===== config.mk =====
export PLATFORM = sky130hd
export DESIGN_NAME = i2c_req_arbiter
export DESIGN_NICKNAME = d
export VERILOG_FILES = /design/src/rtl/i2c_arb_pkg.sv /design/src/rtl/i2c_rr_pick.sv /design/src/rtl/i2c_req_arbiter.sv
export SDC_FILE = /design/constraint.sdc
export NUM_CORES = 1
export LEC_CHECK = 0
export CORE_MARGIN = 2
export CORE_UTILIZATION = 34
export CTS_CLUSTER_SIZE = 20
export DETAILED_ROUTE_END_ITERATION = 16
export PLACE_DENSITY = 0.67
export SLEW_MARGIN = 20
export SYNTH_ARGS = -nofsm -noshare
export SYNTH_HDL_FRONTEND = slang
export SYNTH_SLANG_ARGS = --single-unit

===== constraint.sdc =====
create_clock -name clk -period 3.25 [get_ports clk]
set_clock_uncertainty 0.2 [all_clocks]
set_input_delay 0.4875 -clock clk [delete_from_list [all_inputs] [get_ports clk]]
set_output_delay 0.4875 -clock clk [all_outputs]
set_load 0.03 [all_outputs]

===== src/rtl/i2c_arb_pkg.sv =====
// Shared definitions for the two-requester I2C arbiter: FSM states,
// requester count and counter widths.
package i2c_arb_pkg;

  localparam int NUM_REQ = 2;
  localparam int CNT_W   = 4;
  localparam int WD_W    = 16;

  typedef enum logic [2:0] {
    IDLE   = 3'd0,
    LAUNCH = 3'd1,
    BUSY   = 3'd2,
    BYTE   = 3'd3,
    FINISH = 3'd4
  } arb_state_e;

endpackage


===== src/rtl/i2c_rr_pick.sv =====
// Combinational two-way round-robin pick: the requester not served last
// gets priority; output is one-hot or zero.
module i2c_rr_pick import i2c_arb_pkg::*; (
  input  logic [NUM_REQ-1:0] req,
  input  logic [NUM_REQ-1:0] last_grant,
  output logic [NUM_REQ-1:0] grant
);

  // Requester 1 leads only when requester 0 was the last one served.
  always_comb begin
    grant = 2'b00;
    if (last_grant == 2'b01) begin
      if (req[1]) begin
        grant = 2'b10;
      end else if (req[0]) begin
        grant = 2'b01;
      end else begin
        grant = 2'b00;
      end
    end else begin
      if (req[0]) begin
        grant = 2'b01;
      end else if (req[1]) begin
        grant = 2'b10;
      end else begin
        grant = 2'b00;
      end
    end
  end

endmodule


===== src/rtl/i2c_req_arbiter.sv =====
// Two-requester front end for one I2C byte master: round-robin grant, per-byte
// handshake and abort. Define I2C_ARB_TIMEOUT_EN to add the per-byte watchdog.
module i2c_req_arbiter import i2c_arb_pkg::*; #(
  parameter int TIMEOUT_CYCLES = 4096
) (
  input  logic                clk,
  input  logic                rst,
  input  logic [NUM_REQ-1:0]  req,
  input  logic [NUM_REQ-1:0]  req_rw,
  input  logic [6:0]          req_addr0,
  input  logic [6:0]          req_addr1,
  input  logic [CNT_W-1:0]    req_len0,
  input  logic [CNT_W-1:0]    req_len1,
  input  logic [7:0]          req_wdata0,
  input  logic [7:0]          req_wdata1,
  output logic [NUM_REQ-1:0]  grant,
  output logic [NUM_REQ-1:0]  byte_ack,
  output logic [7:0]          rdata,
  output logic [NUM_REQ-1:0]  done,
  output logic [NUM_REQ-1:0]  err,
  output logic                m_start,
  output logic                m_rw,
  output logic [6:0]          m_addr,
  output logic [7:0]          m_data_in,
  output logic                m_more_data,
  input  logic [7:0]          m_data_out,
  input  logic                m_ready,
  input  logic                m_error
);

  arb_state_e          state_q, state_d;
  logic [NUM_REQ-1:0]  grant_q, grant_d;
  logic [NUM_REQ-1:0]  last_q, last_d;
  logic [CNT_W-1:0]    len_q, len_d;
  logic [CNT_W-1:0]    cnt_q, cnt_d;
  logic [NUM_REQ-1:0]  byte_ack_q, byte_ack_d;
  logic [NUM_REQ-1:0]  done_q, done_d;
  logic [NUM_REQ-1:0]  err_q, err_d;
  logic [7:0]          rdata_q, rdata_d;
  logic                m_start_q, m_start_d;
  logic                m_rw_q, m_rw_d;
  logic [6:0]          m_addr_q, m_addr_d;
  logic                m_more_q, m_more_d;

  logic [NUM_REQ-1:0]  req_avail_s;
  logic [NUM_REQ-1:0]  pick_s;
  logic                sel_rw_s;
  logic [6:0]          sel_addr_s;
  logic [CNT_W-1:0]    sel_len_s;
  logic                in_xfer_s;
  logic                wd_expire_s;
  logic                abort_s;

  // A requester whose done pulse is showing is treated as already released.
  assign req_avail_s = req & ~done_q;

  i2c_rr_pick u_pick (
    .req        (req_avail_s),
    .last_grant (last_q),
    .grant      (pick_s)
  );

  assign sel_rw_s   = pick_s[1] ? req_rw[1]  : req_rw[0];
  assign sel_addr_s = pick_s[1] ? req_addr1  : req_addr0;
  assign sel_len_s  = pick_s[1] ? req_len1   : req_len0;
  assign in_xfer_s  = (state_q == BUSY) || (state_q == BYTE);
  assign abort_s    = in_xfer_s && (m_error || wd_expire_s);

`ifdef I2C_ARB_TIMEOUT_EN
  localparam logic [WD_W-1:0] WD_LAST = WD_W'(TIMEOUT_CYCLES - 1);
  logic [WD_W-1:0] wd_q, wd_d;

  assign wd_expire_s = in_xfer_s && (wd_q == WD_LAST);

  // Watchdog restarts on each completed byte and outside BUSY/BYTE.
  always_comb begin
    if (in_xfer_s && !abort_s && (byte_ack_d == 2'b00)) begin
      wd_d = wd_q + 16'd1;
    end else begin
      wd_d = {WD_W{1'b0}};
    end
  end

  always_ff @(posedge clk or negedge rst) begin
    if (!rst) begin
      wd_q <= {WD_W{1'b0}};
    end else begin
      wd_q <= wd_d;
    end
  end
`else
  assign wd_expire_s = 1'b0;
`endif

  // Next-state and registered-output computation for the transfer FSM.
  always_comb begin
    state_d    = state_q;
    grant_d    = grant_q;
    last_d     = last_q;
    len_d      = len_q;
    cnt_d      = cnt_q;
    byte_ack_d = 2'b00;
    done_d     = 2'b00;
    err_d      = 2'b00;
    rdata_d    = rdata_q;
    m_start_d  = 1'b0;
    m_rw_d     = m_rw_q;
    m_addr_d   = m_addr_q;
    m_more_d   = m_more_q;
    case (state_q)
      IDLE: begin
        if (m_ready && (pick_s != 2'b00)) begin
          grant_d   = pick_s;
          last_d    = pick_s;
          len_d     = sel_len_s;
          cnt_d     = 4'd0;
          m_start_d = 1'b1;
          m_rw_d    = sel_rw_s;
          m_addr_d  = sel_addr_s;
          m_more_d  = (sel_len_s != 4'd0);
          state_d   = LAUNCH;
        end else begin
          state_d = IDLE;
        end
      end
      LAUNCH: begin
        state_d = BUSY;
      end
      BUSY, BYTE: begin
        if (abort_s) begin
          done_d   = grant_q;
          err_d    = grant_q;
          grant_d  = 2'b00;
          m_rw_d   = 1'b0;
          m_addr_d = 7'h00;
          m_more_d = 1'b0;
          state_d  = IDLE;
        end else if (state_q == BUSY) begin
          if (!m_ready) begin
            state_d = BYTE;
          end else begin
            state_d = BUSY;
          end
        end else if (m_ready) begin
          // BYTE is only held while m_ready is low, so a high here is the rising edge.
          byte_ack_d = grant_q;
          if (m_rw_q) begin
            rdata_d = m_data_out;
          end else begin
            rdata_d = rdata_q;
          end
          if (cnt_q < len_q) begin
            cnt_d    = cnt_q + 4'd1;
            m_more_d = ((cnt_q + 4'd1) < len_q);
            state_d  = BUSY;
          end else begin
            state_d = FINISH;
          end
        end else begin
          state_d = BYTE;
        end
      end
      FINISH: begin
        done_d   = grant_q;
        grant_d  = 2'b00;
        m_rw_d   = 1'b0;
        m_addr_d = 7'h00;
        m_more_d = 1'b0;
        state_d  = IDLE;
      end
      default: begin
        grant_d  = 2'b00;
        m_rw_d   = 1'b0;
        m_addr_d = 7'h00;
        m_more_d = 1'b0;
        state_d  = IDLE;
      end
    endcase
  end

  // State and output registers; requester 0 wins the first arbitration.
  always_ff @(posedge clk or negedge rst) begin
    if (!rst) begin
      state_q    <= IDLE;
      grant_q    <= 2'b00;
      last_q     <= 2'b10;
      len_q      <= 4'd0;
      cnt_q      <= 4'd0;
      byte_ack_q <= 2'b00;
      done_q     <= 2'b00;
      err_q      <= 2'b00;
      rdata_q    <= 8'h00;
      m_start_q  <= 1'b0;
      m_rw_q     <= 1'b0;
      m_addr_q   <= 7'h00;
      m_more_q   <= 1'b0;
    end else begin
      state_q    <= state_d;
      grant_q    <= grant_d;
      last_q     <= last_d;
      len_q      <= len_d;
      cnt_q      <= cnt_d;
      byte_ack_q <= byte_ack_d;
      done_q     <= done_d;
      err_q      <= err_d;
      rdata_q    <= rdata_d;
      m_start_q  <= m_start_d;
      m_rw_q     <= m_rw_d;
      m_addr_q   <= m_addr_d;
      m_more_q   <= m_more_d;
    end
  end

  // Write data follows the current owner's byte without a register stage.
  always_comb begin
    if (grant_q[1]) begin
      m_data_in = req_wdata1;
    end else if (grant_q[0]) begin
      m_data_in = req_wdata0;
    end else begin
      m_data_in = 8'h00;
    end
  end

  assign grant       = grant_q;
  assign byte_ack    = byte_ack_q;
  assign rdata       = rdata_q;
  assign done        = done_q;
  assign err         = err_q;
  assign m_start     = m_start_q;
  assign m_rw        = m_rw_q;
  assign m_addr      = m_addr_q;
  assign m_more_data = m_more_q;

endmodule


==> key figures <==
Routing
  • Routed WL per cell: approximately 14 um
  • Initial drt markers: ~110
  • Pre-antenna DRT Iters: 4
  • Antenna-violating nets left: 0
  • Vias: around 1700
  • Via-to-Cell Ratio: ~5
  • DRC Markers: 0
  • Final wirelength: 5000 um

Global routing
  • Congestion Overflow GR: 0
  • Largest net degree at the start of global routing: 40
  • Via count of the first global-routing pass: between 1500 and 2000
  • Initial antenna violation count: 0
  • GRT Util Overall: approximately 16%
  • First-pass GRT wire length: a little under 8000 um

Cells and area
  • Layout area overhead: 52.8%
  • Final nets: between 300 and 400
  • Antenna diode count: 0
  • Share of layout cells above drive strength 1: 10.1%
  • Post-Route Utilization: between 50% and 60%

Clock tree
  • Clock Path Buffers: 2
  • Total CTS buffers: 5
  • Worst-path clk slew: 0.07 ns
  • CTS resizes: 0
  • CTS tree: done
  • Clk Latency, worst-skew pair: between 0.2 and 0.3 ns
  • Root Buffer: clkbuf_8
  • Post-CTS Setup Bufs: 0
  • Htree depth: 2
  • Hold buffer count at CTS: 0
  • CTS sink count: 39

Logic synthesis
  • Post-synthesis cell area: 2000 um^2
  • Yosys warns: 0
  • Mux contribution to synthesized area: 11.1%
  • Syn_nets: about 250
  • Synth cell count leaders: dfrtp_1 (38), nand2_1 (25), mux2i_1 (12), o21ai_0 (12)
  • Mapped Avg Cell Area: between 10 and 15 um^2
  • Synthesis-stage register bit count: 39
  • Largest area contributor in the netlist: dfrtp_1
  • Mapped Cells: about 190
  • Ys async rst share: 100%
  • Main synth FF type: dfrtp_1
  • EDFF count, synth: 0
  • Post-synthesis simple-gate area fraction: around 14%
  • Count leader, synth: dfrtp_1
  • XOR/XNOR share of the synthesized area: less than 1%
  • Synth area leaders: dfrtp_1 (48%), mux2i_1 (6.0%), nand2_1 (4.7%)
  • Sequential cell area fraction in the yosys report: around half
  • Yosys cell types: 43
  • Synth top area share: about 48%
  • Compound-cell area share of the yosys netlist: between 10% and 20%
  • Main combinational cell family by area after synthesis: compound AO/OA/AOI/OAI gates
  • Post-Synth Adder-Cell Area: 4.38%

Flow run
  • MaxCap Viol Count: 0

Floorplanning
  • Site Rows: 27
  • DIE AREA: between 6000 and 7000 um^2
  • Die extent in y: approximately 80 um
  • DIE WIDTH: between 80 and 90 um
  • Core area: between 5000 and 6000 um^2
  • Num ports: slightly below 90
  • Initial Utilization: about 36%

Worst hold path
  • Tightest Hold Check Type: primary input to asynchronous set/reset pin

Timing
  • Max Fclk: 0.346 GHz
  • Rel. slew slack: between 40 and 50%
  • Endpoints failing hold: 0
  • Worst slew pin tran: approximately 0.86 ns
  • Unrepaired setup endpoints after global routing: no
  • Fin. max-slew vios: 0
  • Hold WS: just under 0.1 ns
  • Post-layout min period: just under 3 ns
  • Period utilization: 88.9%
  • Total negative slack: 0 ns
  • Final Setup Violations: 0

Critical path
  • Crit Path Category: register to output pin
  • Setup slack, reg-to-reg: 1.00 ns
  • CP Max Fanout: 14
  • FF-to-FF path depth: 5
  • Worst setup EP type: output pin
  • Critical path arrival: around 2.2 ns
  • Worst flop-to-flop path startpoint: state_q[1]
  • Kind of start point of the critical path: register
  • Worst Path Required: approximately 2.6 ns
  • RR Endpoint: cnt_q[0]

Power and ir drop
  • Pwr/cell area: 791 nW/um^2
  • Worst IR drop on VDD: roughly 0.38 mV
  • Leakage power: about 0.0014 uW
  • Overall power: approximately 2400 uW

Place
  • GP Congestion: about 0.8
  • HPWL Detailed: about 3800 um
  • IO buf count: just under 90

Status
  • Status: finished clean
[worst max-delay path by stage]
| stage | startpoint | cells past startpoint | endpoint | slack (ns) |
|---|---|---|---|---|
| 3_5_place_dp | m_ready | 5 | rdata[5] | 0.68 |
| 5_1_grt | grant[1] | 3 | m_data_in[5] | 0.22 |
| 4_1_cts | grant[1] | 3 | m_data_in[2] | 0.38 |
| 3_3_place_gp | m_ready | 5 | rdata[4] | 0.66 |
| 6_report | grant[1] | 3 | m_data_in[2] | 0.36 |
| 2_1_floorplan | cnt_q[1] | 5 | m_more_data | 1.21 |
[logic make-up after synthesis]
kind of cell / after synthesis
simple gates: 56
compound gates: 48
flops: 39
mux: 21
buf+inv: 15
fa+ha+maj: 7
xor+xnor: 1
[layout by cell type (no fill, tap or decap), types with 2 or more instances in the layout]
cell type        count
buf_4                3
o21ai_1              5
clkbuf_8             6
o211ai_1             2
nor2_1               6
a21oi_1              3
nand2b_1             3
ha_1                 7
nor2b_1              6
inv_1                6
and3_1               5
nand3_1              5
dfrtp_1             38
a211oi_1             2
nor3_1               3
clkdlybuf4s50_1     86
o21ai_0             12
mux2_2               8
a22o_1               8
mux2i_1             12
nand2_1             25
[power breakdown]
| group | internal (uW) | total (uW) | switching, uW |
|---|---|---|---|
| Clock | 248 | 417 | 168 |
| Sequential | 631 | 754 | 123 |
| Combinational | 560 | 1250 | 685 |
| Total | 1440 | 2420 | 977 |
[per-stage QoR]
step / setup slack (ns) / instances / area [um^2]
2_1_floorplan: 1.21 / 187 / 2000
5_1_grt: 0.221 / 348 / 3050
3_5_place_dp: 0.681 / 340 / 2940
3_3_place_gp: 0.658 / 340 / 2940
6_report: 0.361 / 348 / 3050
4_1_cts: 0.376 / 348 / 3050
[flip-flops by register name (all words and copies together) (netlist names)]
register and cells:
len_q 4, m_rw 1, err 2, m_start 1
rdata 8, done 2, m_more_data 1, m_addr 7
cnt_q 4, grant 2, state_q 3, byte_ack 2
last_q 2
[per-layer routing]
metal	share of wire [%]	track usage, %	up-vias
li1	-	-	848
met1	45	20.4	805
met2	48	26.0	48
met3	6.3	5.28	7
met4	1.1	5.08	0
met5	0	0	-
[cell type report]
cell class	instances	area [um^2]
inverters	6	22.5
flip-flops and latches	39	977
well taps	72	90.1
clock buffers	6	82.6
repair buffers	90	888
multi-input cells	133	958
clock inverters	2	35.0
fillers	530	2550
[worst max-delay path: stages (launching register included)]
cell and delay, ns:
dfrtp_1 0.53, nor2b_1 0.49, a22o_1 0.21, clkdlybuf4s50_1 0.68
No activity file was read; power rests on OpenSTA's default activity.
